**src/rtl/mem_port_arbiter.sv**
```systemverilog
// Shares one memory port between MR reads and MW writes, one transaction at a time, alternating on conflict.
// Grant on the request edge, ack one cycle after completion; requesters stall combinationally until their ack.
module mem_port_arbiter #(
  parameter int TIMEOUT = 255,
  parameter int CNT_W   = 8
) (
  input  logic        clk,
  input  logic        r,
  input  logic        rd_req,
  input  logic [31:0] rd_addr,
  output logic        rd_ack,
  output logic [31:0] rd_data,
  output logic        rd_stall,
  input  logic        wr_req,
  input  logic [31:0] wr_addr,
  input  logic [31:0] wr_data,
  output logic        wr_ack,
  output logic        wr_stall,
  output logic        mem_re,
  output logic        mem_we,
  output logic [31:0] mem_addr,
  output logic [31:0] mem_wdata,
  input  logic [31:0] mem_rdata,
  input  logic        read_finished,
  input  logic        write_finished,
  output logic        busy,
  output logic        timeout_err
);

  typedef enum logic [1:0] {IDLE, RD, WR} state_t;

  localparam logic [CNT_W-1:0] CNT_LAST = CNT_W'(TIMEOUT - 1);

  state_t           state, state_nxt;
  logic             last_wr, last_wr_nxt;
  logic [CNT_W-1:0] cnt, cnt_nxt;
  logic             rd_live, wr_live;
  logic             grant_rd, grant_wr;
  logic             rd_done, wr_done, expire;

  // A request seen in its own ack cycle is the one just served, not a new one.
  assign rd_live = rd_req & ~rd_ack;
  assign wr_live = wr_req & ~wr_ack;

  always_comb begin
    state_nxt   = state;
    last_wr_nxt = last_wr;
    cnt_nxt     = cnt;
    grant_rd    = 1'b0;
    grant_wr    = 1'b0;
    rd_done     = 1'b0;
    wr_done     = 1'b0;
    expire      = 1'b0;
    case (state)
      IDLE: begin
        if (wr_live && (!rd_live || !last_wr)) begin
          grant_wr    = 1'b1;
          state_nxt   = WR;
          last_wr_nxt = 1'b1;
          cnt_nxt     = '0;
        end else if (rd_live) begin
          grant_rd    = 1'b1;
          state_nxt   = RD;
          last_wr_nxt = 1'b0;
          cnt_nxt     = '0;
        end
      end
      RD: begin
        if (read_finished) begin
          rd_done   = 1'b1;
          state_nxt = IDLE;
        end else if (cnt == CNT_LAST) begin
          expire    = 1'b1;
          state_nxt = IDLE;
        end else begin
          cnt_nxt = cnt + 1'b1;
        end
      end
      WR: begin
        if (write_finished) begin
          wr_done   = 1'b1;
          state_nxt = IDLE;
        end else if (cnt == CNT_LAST) begin
          expire    = 1'b1;
          state_nxt = IDLE;
        end else begin
          cnt_nxt = cnt + 1'b1;
        end
      end
      default: state_nxt = IDLE;
    endcase
  end

  always_ff @(posedge clk or negedge r) begin
    if (!r) begin
      state   <= IDLE;
      last_wr <= 1'b0;
      cnt     <= '0;
    end else begin
      state   <= state_nxt;
      last_wr <= last_wr_nxt;
      cnt     <= cnt_nxt;
    end
  end

  always_ff @(posedge clk or negedge r) begin
    if (!r) begin
      rd_ack      <= 1'b0;
      wr_ack      <= 1'b0;
      rd_data     <= '0;
      mem_addr    <= '0;
      mem_wdata   <= '0;
      timeout_err <= 1'b0;
    end else begin
      rd_ack <= rd_done;
      wr_ack <= wr_done;
      if (rd_done)  rd_data   <= mem_rdata;
      if (grant_wr) mem_addr  <= wr_addr;
      if (grant_rd) mem_addr  <= rd_addr;
      if (grant_wr) mem_wdata <= wr_data;
      if (expire)   timeout_err <= 1'b1;
    end
  end

  assign mem_re   = (state == RD);
  assign mem_we   = (state == WR);
  assign busy     = (state != IDLE);
  assign rd_stall = rd_req & ~rd_ack;
  assign wr_stall = wr_req & ~wr_ack;

endmodule

```
**config.mk**
```make
export PLATFORM = sky130hd
export DESIGN_NAME = mem_port_arbiter
export DESIGN_NICKNAME = d
export VERILOG_FILES = /design/src/rtl/mem_port_arbiter.sv
export SDC_FILE = /design/constraint.sdc
export NUM_CORES = 1
export LEC_CHECK = 0
export ABC_AREA = 1
export CORE_MARGIN = 2
export CORE_UTILIZATION = 29
export DETAILED_ROUTE_END_ITERATION = 6
export PLACE_DENSITY = 0.62
export SLEW_MARGIN = 20
export SYNTH_ARGS = -nofsm -noshare
export SYNTH_HDL_FRONTEND = slang
export SYNTH_SLANG_ARGS = --single-unit
```
**constraint.sdc**
```tcl
create_clock -name clk -period 1.89 [get_ports clk]
set_input_delay 0.378 -clock clk [delete_from_list [all_inputs] [get_ports clk]]
set_output_delay 0.378 -clock clk [all_outputs]
set_load 0.005 [all_outputs]
```
==> impl_summary.md, run 1 <==
Critical path
The launching point of the worst reg2reg path is state[0]. The slowest library cell on the worst path is sky130_fd_sc_hd__dfrtp_1. The critical path data required time is 1.51 ns. The highest net fanout along the worst path is 4.

The sort of element at the end of the critical path is a primary output. In this run the critical register-to-register path is captured at cnt[2]. On the critical path the largest part of the delay comes from buffers and inverters.

The depth of the worst register-to-register path is 9. The logic depth of the worst setup path including buffers is 5. The critical path launch point type is a flip-flop.

By startpoint and endpoint, the worst setup path is classified as flip-flop to primary output. The setup check on the worst reg-to-reg path leaves a slack of 0.19 ns. Traced cell by cell, the critical path runs through inv_2 -> ha_4 -> buf_12 -> inv_1 -> dlygate4sd2_1. At the worst endpoint, the arrival time is 1.44 ns. The number of buffers and inverters on the critical path is 4.

On the worst path, the slowest cell contributes a delay of 0.40 ns.

Final layout
The proportion of layout cells with a drive suffix above 1 is 7.89%. The filler cell count is 1763. The number of antenna diodes in the final layout is 0. Compared with the post-synthesis result, the final layout area differs by 60.3%.

The area taken by flip-flops and latches is 2750 um2. The area of all placed cells without fillers is 8360 um2. Summing all multi-input logic gate instances after layout gives 1990 um2.

The core utilization of the finished layout is 47.0%. The final layout contains between 1k and 1.5k nets.

Timing
The worst hold slack after final layout is 0.474 ns. Headroom to the max-slew limit came out at 71.4%. The number of hold violations in the final report was 0. The clock period could shrink to 1.81 ns. The number of max-slew violations in the final report is 0. The setup-violating endpoint count in the final report is 0. The final critical path takes up between 90 and 100% of the cycle. For the pin with the worst max-slew slack, the measured transition is 0.429 ns. Setup repair after global routing left no endpoint under its margin. Timing would allow up to 551 MHz. The final clock skew is 0.00649 ns.

Clock network
TritonCTS built the clock tree. The clock tree root driver cell is sky130_fd_sc_hd__clkbuf_16. The maximum clock insertion buffer count is 2.

The H-tree generated during clock tree synthesis spans 3 levels. The number of clock buffers added by TritonCTS is 9. For the worst-skew pair, the clock arrives at the later sink with an insertion delay of 0.35 ns. The clock slew at the register clock pins of the worst setup and hold paths is approximately 0.08 ns. Clock tree synthesis found a total of 110 sinks.

Logic synthesis
Synthesis inferred 110 register bits. The number of nets handed over by synthesis was 811. Summed over all instances, the cell type with the most area after synthesis is sky130_fd_sc_hd__dfrtp_1. The cell with the most instances after synthesis is sky130_fd_sc_hd__nand2_1. The commonest cells after synthesis are sky130_fd_sc_hd__nand2_1 (329), sky130_fd_sc_hd__dfrtp_1 (110), sky130_fd_sc_hd__inv_1 (79).

Yosys mapped a number of flops with a built-in enable equal to 0. The cell count after synthesis came out at 671. By area the synthesized netlist is led by sky130_fd_sc_hd__dfrtp_1 (53%), sky130_fd_sc_hd__nand2_1 (24%), sky130_fd_sc_hd__inv_1 (5.7%). The synthesized netlist contains 25 unique library cells. The async set-reset flop share out of synthesis is 100%. The Yosys step of the flow raised 0 warnings. For this run, the leading register cell type out of synthesis is sky130_fd_sc_hd__dfrtp_1. Summing every instance area after synthesis gives 5210 um2. Of the synthesized area, sequential elements account for between 50% and 60%. A synthesized cell averages 7.77 um2. The area fraction of the dominant cell type after synthesis is a little over half.

Pwr
For this design the ratio of total power to cell area is 1380 nW/um2. The analysis attributes to cell leakage a power of 4.22 nW. Across the VDD grid, the largest voltage drop is between 0.6 and 0.7 mV. The power consumption is 0.0116 W.

Die
After floorplanning, the core was divided into 49 placement rows. The area of the die is 19100 um2. The initial core utilization is 29.3%.

The die extent in x is roughly 140 um. 238 I/O pins were placed. The placeable core area is 17800 um2. The floorplan step set the die height to 138 um.

Hold path
Along the worst hold path, the cell count comes to 1. The source of the worst hold timing path is timeout_err. The worst hold path terminates at timeout_err. The path type of the worst min-delay path is flip-flop to flip-flop.

Place
The cell area after placement is 8050 um2. Buffers placed on the I/O ports in this run total 237. The HPWL after detailed placement is 11.4 mm. The global placement routability congestion is 0.825.

Job
The number of maximum-capacitance violations is 0.

Detailed routing
The total wire length is 15.8 mm. In the final routed layout, each cell accounts on average for 13.7 um. The first TritonRoute pass finished after 4 iterations. The routed layout has 5021 vias. The via-per-instance ratio is roughly 4.4. The post-detailed-route DRC marker count is 0.

The number of design-rule violations left by the first detailed-router iteration is 159. Once detail routing completed, the nets flagged for antenna violations numbered 0.

Global route
The first global-routing pass estimated 25.8 mm of wire. The total track usage is 16.5%. Entering global routing, the biggest net connects 45 pins. Summed over all layers, the global routing overflow is 0. The via count of the first global-routing pass came to 5024. The number of antenna violations at the first check in global routing is 0.

Outcome
The flow ran to the end, and the final reports show no timing, DRC or antenna violations.
per-stage QoR:
step | TNS [ns] | worst slack [ns] | std cells
CTS | 0 | 0.0339 | 1154
finish | 0 | 0.0761 | 1154
global placement | -0.111 | -0.0314 | 1136
floorplan | 0 | 0.361 | 671
global route | 0 | 0.00289 | 1154
detailed placement | -2.32 | -0.0828 | 1136
per-layer routing:
metal,up-vias,track usage (%),share of wire [%]
met3,16,5.13,7.1
met2,169,27.0,46
met5,-,0,0
met4,0,4.30,1.3
li1,2540,-,-
met1,2296,21.3,46
cell families (layout without fill, tap and decap cells):
kind of cell,Yosys count,count (layout),synth area share [%]
and+or+nand+nor,391,391,30.9
buffers and inverters,115,369,9.27
DFF,110,110,52.8
AOI/OAI and AO/OA,46,46,5.04
adders and majority gates,6,6,1.44
xor gates and xnor gates,3,3,0.504
placed cells by master (no fill, tap or decap), types with 2 or more instances in the layout:
cell type,count
sky130_fd_sc_hd__dfrtp_1,110
sky130_fd_sc_hd__nand2_2,4
sky130_fd_sc_hd__nand3_2,3
sky130_fd_sc_hd__inv_1,77
sky130_fd_sc_hd__clkbuf_16,9
sky130_fd_sc_hd__nor2_1,12
sky130_fd_sc_hd__clkdlybuf4s50_1,231
sky130_fd_sc_hd__o21ai_2,7
sky130_fd_sc_hd__buf_12,9
sky130_fd_sc_hd__ha_1,4
sky130_fd_sc_hd__inv_2,4
sky130_fd_sc_hd__o21ai_0,37
sky130_fd_sc_hd__clkinv_4,2
sky130_fd_sc_hd__xor2_1,2
sky130_fd_sc_hd__clkinvlp_4,2
sky130_fd_sc_hd__nand4_1,32
sky130_fd_sc_hd__nand2_1,329
sky130_fd_sc_hd__nand3_1,8
sky130_fd_sc_hd__dlygate4sd2_1,5
sky130_fd_sc_hd__buf_4,24
worst reg2reg max path: cells and delay by family, from the launching register on:
| family | cells | cell delay [ns] |
|---|---|---|
| and+or+nand+nor | 6 | 0.81 |
| DFF | 1 | 0.40 |
| buffers and inverters | 2 | 0.22 |
| adders and majority gates | 1 | 0.22 |
worst max path at each step:
| stage | startpoint | endpoint | slack [ns] |
|---|---|---|---|
| final | state[0] | busy | 0.08 |
| after global routing | state[0] | busy | 0.003 |
| after CTS | state[0] | busy | 0.03 |
| after detailed placement | wr_req | mem_addr[28] | -0.08 |
| after global placement | rd_req | rd_stall | -0.03 |
| after floorplan | state[0] | busy | 0.36 |
flip-flops by register name, indices dropped and copies added (netlist names):
name         cells
cnt              8
last_wr          1
mem_addr        32
mem_wdata       32
rd_ack           1
rd_data         32
state            2
timeout_err      1
wr_ack           1
area by class of cell:
type,count,share of cell area [%]
flip-flops and latches,110,32.9
repair buffers,270,32.6
multi-input cells,446,23.8
inverters,83,3.76
clock buffers,11,2.90
well taps,229,3.43
clock inverters,5,0.524
power by group:
group          leakage [nW]  total (W)  internal [W]  switching, W
sequential             1.37    0.00400       0.00341      0.000587
combinational          2.71    0.00570       0.00309       0.00261
clock                 0.134    0.00186      0.000947      0.000912
total                  4.22     0.0116       0.00745       0.00411
what timing repair did:
item | in CTS | in global routing
setup endpoints to repair | 5 | 0
hold buffers | 1 | 0
resized for setup | 10 | 0
hold endpoints to repair | 29 | 0
setup buffers | 1 | 0
Power figures use the tool's default switching activity.
==> run 2, diff against run 1 <==
--- a/config.mk
+++ b/config.mk
@@ -10,6 +10,7 @@
 export CORE_UTILIZATION = 29
 export DETAILED_ROUTE_END_ITERATION = 6
 export PLACE_DENSITY = 0.62
+export SETUP_SLACK_MARGIN = 0.1
 export SLEW_MARGIN = 20
 export SYNTH_ARGS = -nofsm -noshare
 export SYNTH_HDL_FRONTEND = slang
==> run 2 against run 1 <==
Net effect:
- sequential power about the same
- largest cell class unchanged
- register-to-register slack improved by 0.02 ns
- sequential cell count unchanged
- worst hold slack about the same
- core utilization increased by 0.070 points
- critical path depth decreased by 2
- first-iteration DRC count increased by 0.63%
- cell count about the same
- final area increased by 0.15%
- clock power about the same
- power increased by 0.34%
==> impl_summary.md, run 2 (synthesis gave the netlist of run 1 again) <==
Detailed routing
The sum of met3 wire segment lengths after detailed routing is 1.13 mm. The detailed router used layers up to and including met4. For this block, the via count after detailed routing is 5045. The sum of met2 wire segment lengths after detailed routing is around 7.3 mm.

Using the TritonRoute via totals, the vias-per-cell ratio works out to 4.37. The number of design-rule violations left by the first detailed-router iteration is 160. After detailed routing, the wire length on met1 is approximately 7.2 mm.

After detailed routing, the average wire length per cell comes to 13.7 um. The number of routed nets with antenna violations is 0. The post-detailed-route DRC marker count is 0. The detailed-router iteration count before antenna repair is 4. Wires add up to between 15 and 20 mm.

Clock network
The clock tree from TritonCTS is built. The clock tree root driver cell is sky130_fd_sc_hd__clkbuf_16. Buffers inserted during clock tree synthesis total 9. The number of H-tree levels is 3. Counting along the longest clock path gives a buffer depth of 2. The clock net in this run drives a total of 110 sinks. After clock tree synthesis, the clock-pin slew on the worst setup and hold paths is 0.08 ns. The clock latency on the worst-skew pair is about 0.35 ns.

Timing
The highest clock rate is 578 MHz. The pin slew with the least headroom to its limit is 0.428 ns. The final clock skew is 0.00493 ns. Setup violations remaining at the end of the flow were counted as 0. Setup repair after global routing could not meet its margin everywhere. Setup slack closes at 0.159 ns. The total negative slack for setup checks is 0 ns. Hold timing on the final database bottoms out at a slack of 0.474 ns.

The worst path needs ~1.7 ns of the cycle, external delays included. The number of max-slew violations in the final report is 0. In this run the tightest slew margin relative to its limit is 71.4%. The number of hold violations in the final report is 0. In the finished design, the share of the clock period the worst path needs comes to between 90% and 100%.

Outcome
The flow ran to the end, and the final reports show no timing, DRC or antenna violations.

Pwr
Across the VDD grid, the largest voltage drop is slightly below 0.7 mV. The part of the power in the clock network is ~16%. The switching power is between 0.004 and 0.005 W. The switching fraction of total power is 35.6%.

The cell internal power dissipation is 0.00747 W. For this design the ratio of total power to cell area is 1390 nW/um2. The share of power burned in combinational logic is about half. In this run, flip-flops and latches consume 34.5% of the power. In this run the static leakage power is 4.22 nW.

The power consumption is 0.0116 W.

Global route
The maximum number of pins on one net before global-route repair is 45. The first global-routing pass estimated 25.8 mm of wire. The via count of the first global-routing pass is 5019. The number of antenna violations at the first check in global routing came to 0.

Across every metal layer, demand over resource in global routing totals ~17%. The total overflow reported by the global router is 0.

Critical path
Walking the worst path, the cells encountered are buf_4 -> ha_1 -> clkdlybuf4s15_1. The total buffers and inverters traversed by the critical path is 2. The critical path data required time is 1.51 ns.

The critical path data arrival time is 1.35 ns. By startpoint and endpoint, the worst setup path is classified as flip-flop to primary output. The worst setup path is launched from a flip-flop. The biggest cell delay along the critical path is about 0.4 ns. The cell family contributing the most delay on the critical path is flip-flops. Among all stages on the critical path, the largest delay is contributed by sky130_fd_sc_hd__dfrtp_1. The worst setup path is captured at a primary output. The highest net fanout along the worst path is 3.

Die
The placeable core area is 17800 um2. Row generation in the floorplan step produced 49 rows. The initial utilization of the core area, before any placement, comes to 29.3%.

The die extent in x is 138 um. The floorplan step defined a die boundary enclosing between 15000 and 20000 um2. The die is 138 um tall.

The I/O pin total is 238.

Final layout
The most frequent standard cell in the layout excluding fill and tap cells is sky130_fd_sc_hd__nand2_1. Compared with the post-synthesis result, the final layout area differs by 60.6%. The layout has 1765 filler cells. Leaving out fill and tap cells, the most frequent cells in the layout are sky130_fd_sc_hd__nand2_1 (329), sky130_fd_sc_hd__clkdlybuf4s50_1 (231), sky130_fd_sc_hd__dfrtp_1 (110). The largest registers in the layout are mem_addr (32), mem_wdata (32), rd_data (32). The diode insertion count for antenna repair is 0.

In the final layout, the share of cells above drive strength 1 is 8.10%. The core utilization of the finished layout is 47.1%. The final net count is around 1.1k.

Place
The wire-length estimate of the detail-placed layout is 11.4 mm. The global placement routability congestion is 0.825. The number of port buffers is approximately 240. The worst setup slack after placement is -0.0828 ns.

Hold path
In this run the worst hold path is classified as flip-flop to flip-flop.

Job
The number of maximum-capacitance violations is 0.
run 2: cell types whose count changed in the layout (fill, tap and decap cells not counted):
cell	change
sky130_fd_sc_hd__buf_4	+1
sky130_fd_sc_hd__clkdlybuf4s15_1	+1
sky130_fd_sc_hd__nand3_2	-1
sky130_fd_sc_hd__nand3_4	+1
sky130_fd_sc_hd__clkbuf_2	+1
sky130_fd_sc_hd__dlygate4sd2_1	-2
run 2: path summary, 6_finish.rpt:
path	cells after the start	start	endpoint	slack, ns
worst max-delay path	3	state[0]	mem_re	0.16
max in group asynchronous	3	r	mem_addr[7]	0.78
worst min-delay path	1	timeout_err	timeout_err	0.47
worst min register to register	1	timeout_err	timeout_err	0.47
worst max register to register	9	state[0]	cnt[2]	0.21
min in group asynchronous	2	r	rd_data[11]	0.51
run 2: power by group through the flow:
stage / combinational [W] / clock [W] / sequential (W)
after detailed placement: 0.00577 / 0 / 0.00399
after global placement: 0.00571 / 0 / 0.00400
final: 0.00574 / 0.00186 / 0.00400
after CTS: 0.00579 / 0.00193 / 0.00401
after floorplan: 0.00224 / 0 / 0.00407
after global routing: 0.00633 / 0.00202 / 0.00413
run 2: layout make-up:
cell class	count	area, um2	area share (%)
timing repair buffer	271	2730	32.6
inverter	83	314	3.75
sequential	110	2750	32.9
multi-input combinational	446	2000	23.9
clock buffer	11	243	2.90
clock inverter	5	43.8	0.523
tap	229	287	3.42
run 2: metrics by stage:
stage / cell area [um2] / cells
2_1_floorplan: 5210 / 671
3_3_place_gp: 8050 / 1136
3_5_place_dp: 8050 / 1136
4_1_cts: 8360 / 1154
5_1_grt: 8370 / 1155
6_report: 8370 / 1155
run 2: repair_timing:
action | CTS | global route
setup buffers | 1 | 1
hold endpoints to repair | 29 | 0
endpoints found under the setup margin | 38 | 10
resized for setup | 11 | 3
hold buffers | 1 | 0
pin swaps | 0 | 2
run 2: layer usage:
layer	vias to the layer above	global-route usage, %
li1	2543	-
met1	2313	21.3
met2	175	27.0
met3	14	5.13
met4	0	4.30
met5	-	0
==> run 3, diff against run 2 <==
--- a/config.mk
+++ b/config.mk
@@ -8,6 +8,7 @@
 export ABC_AREA = 1
 export CORE_MARGIN = 2
 export CORE_UTILIZATION = 29
+export CTS_CLUSTER_DIAMETER = 30
 export DETAILED_ROUTE_END_ITERATION = 6
 export PLACE_DENSITY = 0.62
 export SETUP_SLACK_MARGIN = 0.1
==> results of run 3 <==
Same layout as run 2: the final DEF is identical, and so are final timing and power.
